<file path="src/rtl/inst_fetch_unit_if.sv">
// Instruction-bus read channels: valid/ready address request and valid/ready data return.
// master = fetch unit side, slave = memory side.
interface inst_fetch_unit_if #(
  parameter int ADDR_WIDTH = 32,
  parameter int DATA_WIDTH = 32
);
  logic                  addr_valid;
  logic                  addr_ready;
  logic [ADDR_WIDTH-1:0] addr;
  logic                  data_valid;
  logic                  data_ready;
  logic [DATA_WIDTH-1:0] data;

  modport master (
    output addr_valid, addr, data_ready,
    input  addr_ready, data_valid, data
  );

  modport slave (
    input  addr_valid, addr, data_ready,
    output addr_ready, data_valid, data
  );
endinterface

</file>
<file path="src/rtl/inst_fetch_unit.sv">
// Instruction fetch responder: pc in, one-word bus read, inst_valid pulse 3 cycles after inst_fetch at best.
// Stalls indefinitely on either bus channel; fetches arriving while busy collapse into one latest-wins pending slot.
module inst_fetch_unit #(
  parameter int ADDR_WIDTH = 32,
  parameter int DATA_WIDTH = 32
) (
  input  logic                  clk,
  input  logic                  rst,
  input  logic                  inst_fetch,
  input  logic [ADDR_WIDTH-1:0] pc,
  output logic [DATA_WIDTH-1:0] inst,
  output logic                  inst_valid,
  output logic                  busy,
  inst_fetch_unit_if.master     bus
);

  typedef enum logic [1:0] {S_IDLE, S_ADDR, S_DATA} state_t;

  state_t                state_q, state_d;
  logic [ADDR_WIDTH-1:0] addr_q, addr_d;
  logic                  addr_vld_q, addr_vld_d;
  logic                  data_rdy_q, data_rdy_d;
  logic [DATA_WIDTH-1:0] inst_q, inst_d;
  logic                  inst_vld_q, inst_vld_d;
  logic                  busy_q, busy_d;
  logic                  pend_q, pend_d;
  logic [ADDR_WIDTH-1:0] pend_pc_q, pend_pc_d;

  always_comb begin
    state_d    = state_q;
    addr_d     = addr_q;
    addr_vld_d = addr_vld_q;
    data_rdy_d = data_rdy_q;
    inst_d     = inst_q;
    inst_vld_d = 1'b0;
    pend_d     = pend_q;
    pend_pc_d  = pend_pc_q;

    // A fetch landing in the capture cycle is folded in here and reissued immediately below.
    if (inst_fetch && (state_q != S_IDLE)) begin
      pend_d    = 1'b1;
      pend_pc_d = pc;
    end

    case (state_q)
      S_IDLE: begin
        if (inst_fetch) begin
          state_d    = S_ADDR;
          addr_d     = pc;
          addr_vld_d = 1'b1;
        end
      end
      S_ADDR: begin
        if (addr_vld_q && bus.addr_ready) begin
          state_d    = S_DATA;
          addr_vld_d = 1'b0;
          data_rdy_d = 1'b1;
        end
      end
      S_DATA: begin
        if (bus.data_valid && data_rdy_q) begin
          inst_d     = bus.data;
          inst_vld_d = 1'b1;
          data_rdy_d = 1'b0;
          if (pend_d) begin
            state_d    = S_ADDR;
            addr_d     = pend_pc_d;
            addr_vld_d = 1'b1;
            pend_d     = 1'b0;
          end else begin
            state_d = S_IDLE;
          end
        end
      end
      default: state_d = S_IDLE;
    endcase

    busy_d = (state_d != S_IDLE) || pend_d;
  end

  always_ff @(posedge clk or posedge rst) begin
    if (rst) begin
      state_q    <= S_IDLE;
      addr_q     <= '0;
      addr_vld_q <= 1'b0;
      data_rdy_q <= 1'b0;
      inst_q     <= '0;
      inst_vld_q <= 1'b0;
      busy_q     <= 1'b0;
      pend_q     <= 1'b0;
      pend_pc_q  <= '0;
    end else begin
      state_q    <= state_d;
      addr_q     <= addr_d;
      addr_vld_q <= addr_vld_d;
      data_rdy_q <= data_rdy_d;
      inst_q     <= inst_d;
      inst_vld_q <= inst_vld_d;
      busy_q     <= busy_d;
      pend_q     <= pend_d;
      pend_pc_q  <= pend_pc_d;
    end
  end

  assign inst           = inst_q;
  assign inst_valid     = inst_vld_q;
  assign busy           = busy_q;
  assign bus.addr_valid = addr_vld_q;
  assign bus.addr       = addr_q;
  assign bus.data_ready = data_rdy_q;

endmodule

</file>
<file path="src/flat_wrapper.sv">
// flat-port wrapper written by rule: the top's interface ports become plain ports
module inst_fetch_unit_flat 
#(
  parameter int ADDR_WIDTH = 32,
  parameter int DATA_WIDTH = 32
)
  (clk, rst, inst_fetch, pc, inst, inst_valid, busy, bus_addr_valid, bus_addr, bus_data_ready, bus_addr_ready, bus_data_valid, bus_data);
  inst_fetch_unit_if #(.ADDR_WIDTH(ADDR_WIDTH), .DATA_WIDTH(DATA_WIDTH)) bus_i ();
  input  logic clk;
  input  logic rst;
  input  logic inst_fetch;
  input  logic [ADDR_WIDTH-1:0] pc;
  output logic [DATA_WIDTH-1:0] inst;
  output logic inst_valid;
  output logic busy;
  output wire logic [$bits(bus_i.addr_valid)-1:0] bus_addr_valid;
  output wire logic [$bits(bus_i.addr)-1:0] bus_addr;
  output wire logic [$bits(bus_i.data_ready)-1:0] bus_data_ready;
  input wire logic [$bits(bus_i.addr_ready)-1:0] bus_addr_ready;
  input wire logic [$bits(bus_i.data_valid)-1:0] bus_data_valid;
  input wire logic [$bits(bus_i.data)-1:0] bus_data;
  assign bus_addr_valid = bus_i.addr_valid;
  assign bus_addr = bus_i.addr;
  assign bus_data_ready = bus_i.data_ready;
  assign bus_i.addr_ready = bus_addr_ready;
  assign bus_i.data_valid = bus_data_valid;
  assign bus_i.data = bus_data;
  inst_fetch_unit #(.ADDR_WIDTH(ADDR_WIDTH), .DATA_WIDTH(DATA_WIDTH)) u_core (.clk(clk), .rst(rst), .inst_fetch(inst_fetch), .pc(pc), .inst(inst), .inst_valid(inst_valid), .busy(busy), .bus(bus_i));
endmodule
</file>
<file path="config.mk">
export PLATFORM = sky130hd
export DESIGN_NAME = inst_fetch_unit_flat
export DESIGN_NICKNAME = d
export VERILOG_FILES = /design/src/rtl/inst_fetch_unit_if.sv /design/src/rtl/inst_fetch_unit.sv /design/src/flat_wrapper.sv
export SDC_FILE = /design/constraint.sdc
export NUM_CORES = 1
export LEC_CHECK = 0
export BUFFER_PORTS_ARGS = -buffer_cell sky130_fd_sc_hd__clkbuf_2
export CAP_MARGIN = 30
export CORE_ASPECT_RATIO = 1.5
export CORE_MARGIN = 2
export CORE_UTILIZATION = 40
export DETAILED_ROUTE_END_ITERATION = 16
export GPL_TIMING_DRIVEN = 0
export PLACE_DENSITY_LB_ADDON = 0.1
export SYNTH_ARGS = -nofsm -noshare
export SYNTH_HDL_FRONTEND = slang
export SYNTH_SLANG_ARGS = --single-unit
</file>
<file path="constraint.sdc">
create_clock -name clk -period 3 [get_ports clk]
set_input_delay 0.15 -clock clk [delete_from_list [all_inputs] [get_ports clk]]
set_output_delay 0.15 -clock clk [all_outputs]
set_load 0.01 [all_outputs]
</file>
* Yosys cells after proc, flatten, opt, wreduce, memory -nomap -nowiden
Cells that the tools add are included.
** Operators by class
- Equality and inequality tests :: 6
- Reductions and logical operators :: 14
- Multiplexer cells :: 23
** Operator list (count)
- 32-bit two-way mux :: 4
- 32-bit one-hot mux with 2 select lines :: 1
- 1-bit two-way mux :: 12
- 2-bit nonzero test :: 4
- 2-bit two-way mux :: 3
- 2-bit by 1-bit inequality test with 1-bit output, second input constant :: 3
- 2-bit one-hot mux with 3 select lines :: 1
- 5-bit AND reduction :: 1
- 4-bit AND reduction :: 1
- 1-bit logical AND :: 3
- 1-bit one-hot mux with 3 select lines :: 1
- 3-bit AND reduction :: 1
- 3-bit nonzero test :: 1
- 2-bit by 1-bit == test with 1-bit output, second input constant :: 1
- 2-bit == test, second input constant :: 1
- 2-bit zero test :: 1
- 2-bit inequality test, second input constant :: 1
- 1-bit one-hot mux with 2 select lines :: 1
- 2-bit AND reduction :: 1
- 1-bit logical OR :: 1
** Storage, ports and cells
- Word-level logic and storage cells :: 52
- Register bits after elaboration :: 103
- Input port bits :: 69

* Longest topological paths before layout
- Depth in word-level cells :: 8
- Mapped depth :: 5
- Depth with buffers taken out :: 3

* Worst setup path before layout
Ideal clock, no wire load.
- Path kind :: reg-to-reg
- Start point :: reg u_core.state_q[0]
- End point :: reg u_core.addr_q[2] (netlist: u_core.bus.addr[2])
- Period minus slack after synthesis :: 1688 ps
- Setup time :: 125 ps
- Data required time :: 2875 ps
- Setup slack :: 1312 ps
- Buffers on the path :: 2
- Data arrival time :: 1563 ps
- Stages on the path, launching flop included :: 6
- Cells stage by stage :: dfrtp_1 -> buf_2 -> nor3b_4 -> buf_6 -> mux2_2 -> mux2_2
** Between the ends
- Longest elaborated chain between the ends :: 6
- Elaborated cells between the ends (all ways) :: 14
** RTL lines
- start, declared :: line inst_fetch_unit.sv:19 : state_t state_q, state_d;
- start signal, assigned :: line inst_fetch_unit.sv:93 : state_q <= state_d;
- 2-bit nonzero test :: line inst_fetch_unit.sv:40 : if (inst_fetch && (state_q != S_IDLE)) begin
- 1-bit logical AND :: line inst_fetch_unit.sv:40
- 32-bit two-way mux :: line inst_fetch_unit.sv:40
- 32-bit two-way mux :: line inst_fetch_unit.sv:65 : if (pend_d) begin
- 32-bit two-way mux :: line inst_fetch_unit.sv:61 : if (bus.data_valid && data_rdy_q) begin
- 32-bit one-hot mux with 2 select lines :: line inst_fetch_unit.sv:45 : case (state_q)
- end signal, assigned :: line inst_fetch_unit.sv:94 : addr_q <= addr_d;
- end, declared :: line inst_fetch_unit.sv:20 : logic [ADDR_WIDTH-1:0] addr_q, addr_d;
Parallel ways exist; a longest one is shown, timed or not. The select of a mux whose other input is x is not followed.
A chain may end at the register's enable or synchronous reset.

* Final worst setup path
- Start point :: reg u_core.state_q[0]
- End point :: reg u_core.addr_q[21] (netlist: u_core.bus.addr[21])
Same word-level chain as after synthesis.

==> results.toml <==
[power]
power_density_nw_per_um2 = 1050
seqPwrFrac_pct = 41.5
swShare_pct = 30.2
internal_power_mw = 4.08
p_sw_mw = 1.76
clkPwrFrac_pct = 21.4
vdd_drop_max_mv = 0.468
comb_power_share_pct = 37.1
p_leak_nw = 2.63

[yosys]
postSynthCellCount = 271
synth_top_area_cell = "dfrtp_1"
ys_top_cells_by_count = "mux2_2, dfrtp_1, buf_2, buf_6, mux2_1"
synth.area.top_cells = "dfrtp_1, mux2_2, buf_6"
ys_ff_latch = 103
synth_edf_count = 0
synth_ff_type = "dfrtp_1"
avgSynthCellArea_um2 = 15.9
yosys.area.top_type_share_pct = 59.6
syn_nets = 340
ys_warn_count = 0
synth_cell_types = 24
async_flop_share_pct = 100
synth.cell_area_um2 = 4320
synth-seq-area-share_pct = 59.6
synth.most_common_cell = "mux2_2"

[hold_path]
hp-class = "in -> reg"

[cts]
ctsHtreeMaxLevel = 3
root_buffer = "clkbuf_16"
ctsResizeCount = 0
cts_buffer_depth = 2
worstSkewPairLatency_ns = 0.34
cts_buffers = 9
cts_tree = "built"
clkTransAtPathRegs_ns = 0.07
post_cts_buffers = 0
clock_sinks = 103

[sta]
hold_viol = 0
slew_headroom_pct = 54.9
tightest_slew_ns = 0.676
finalCritPeriodShare_pct = 61.9
rsz0062_at_grt = "false"
finClkSkew_ns = 0.00551
fin_crit_ns = 1.86
slew_violations = 0
fin_setup_tns_ns = 0
setup_violations = 0
fin_ws_ns = 1.14
fmax_mhz = 539

[die]
ios = 137
die_height_um = 131
rows = 46
start_util_pct = 41.0
die-area_um2 = 11700
core_area_um2 = 10500
die_w_um = 88.9

[placement]
place_congestion = 0.684
numPortBuffers = 136
dp.final_hpwl_mm = 6.13
dp.cells = 552
dpl_worst_slack_ns = 1.10

[global_route]
grt_overflow_total = 0
gr-usage-all-layers_pct = 15.3
grt_max_degree = 53
antenna_found_initial = 0
grt_pass1_vias = 2853
grt_pass1_wl_mm = 13.9

[worst_setup_path]
critPathRequiredTime_ns = 3.23
cp-end-kind = "register"
cp.arrival_ns = 2.08
cp-start-kind = "register"
cp_max_fo = 10
worstSetupPathType = "reg -> reg"

[cells_and_area]
layout-drive-gt1-share_pct = 69.5
area_growth_pct = 28.3
antenna_cells = 0
fin_util_pct = 52.6
fin_cells = 567
fin_nets = 489
num-fill-cells = 926

[drt]
wire_per_inst_um = 14.8
drtIter0Drc = 54
drt_wl_total_mm = 8.38
viasPerCell = 4.69
vias = 2662
drt-pass1-iter-count = 3
final_antenna_net_count = 0
drc_errors = 0

[run_status]
outcome = "completed"

[run]
max-cap-violations = 0
==> power groups by stage <==
stage / clock network, mW / logic [mW] / registers (mW)
final: 1.25 / 2.17 / 2.43
after global routing: 1.34 / 2.37 / 2.52
after CTS: 1.30 / 2.23 / 2.43
after detailed placement: 0 / 2.22 / 2.46
after global placement: 0 / 2.17 / 2.42
after floorplan: 0 / 1.25 / 2.62
==> layer usage <==
layer | wire length, um | track usage, %
met1 | 3280 | 17.8
met2 | 4360 | 25.3
met3 | 571 | 4.59
met4 | 161 | 7.07
met5 | 0 | 0
==> layout make-up <==
cell class | instances | area, um2 | area share (%)
timing repair buffer | 138 | 718 | 13.0
sequential | 103 | 2580 | 46.5
tap | 144 | 180 | 3.25
buffer | 14 | 114 | 2.05
multi-input combinational | 151 | 1620 | 29.2
inverter | 3 | 13.8 | 0.248
clock buffer | 11 | 253 | 4.56
clock inverter | 3 | 67.6 | 1.22
==> metrics by stage <==
stage               hold WS, ns  power (mW)  area (um2)
floorplan                 0.283        3.87        4320
global placement          0.382        4.60        5180
detailed placement        0.294        4.68        5210
CTS                      0.0237        5.95        5540
global route             0.0230        6.23        5540
finish                   0.0354        5.84        5540
==> state kept, by name, summed over array words and instances (netlist names) <==
name and flops:
u_core.bus.addr 32, u_core.inst 32, u_core.pend_pc_q 32, u_core.state_q 2, u_core.bus.addr_valid 1, u_core.bus.data_ready 1, u_core.busy 1, u_core.inst_valid 1
u_core.pend_q 1
==> cells in the final DEF (no fill, tap or decap), types with 2 or more instances in the layout <==
master	n
clkbuf_2	136
mux2_2	118
dfrtp_1	103
clkbuf_16	9
buf_2	7
buf_6	7
mux2_1	6
mux2_4	4
nand2_1	3
nor2b_1	2
inv_1	2
nand2b_1	2
o21ai_0	2
nor2_1	2
clkbuf_8	2
bufinv_16	2
==> repair_timing <==
item	CTS	global route
hold buffers	1	0
setup endpoints to repair	0	0
endpoints found under the hold margin	51	0
==> cell families after synthesis <==
kind of cell | after synthesis | synth area share, %
flip-flops | 103 | 59.6
multiplexers | 128 | 33.7
AND/OR/NAND/NOR | 14 | 2.08
buffers and inverters | 17 | 2.90
AO/OA/AOI/OAI | 9 | 1.68
==> worst max-delay path, cell delays in order (launching register included) <==
cell	delay, ns
dfrtp_1	0.35
buf_2	0.18
nor3b_4	0.39
buf_6	0.22
mux2_2	0.34
mux2_2	0.26
==> path summary, 6_finish.rpt <==
kind                                      start                   end  slack (ns)  cells after the start
setup reg to reg              u_core.state_q[0]   u_core.bus.addr[21]        1.14                      5
setup / recovery              u_core.state_q[0]   u_core.bus.addr[21]        1.14                      5
min in group asynchronous                   rst        u_core.inst[5]        0.45                      3
hold reg to reg            u_core.pend_pc_q[26]  u_core.pend_pc_q[26]        0.50                      1
max in group asynchronous                   rst   u_core.bus.addr[10]        1.87                      4
hold / removal                      bus_data[2]        u_core.inst[2]        0.04                      2
Note: power is estimated with default switching activity, not from simulation.
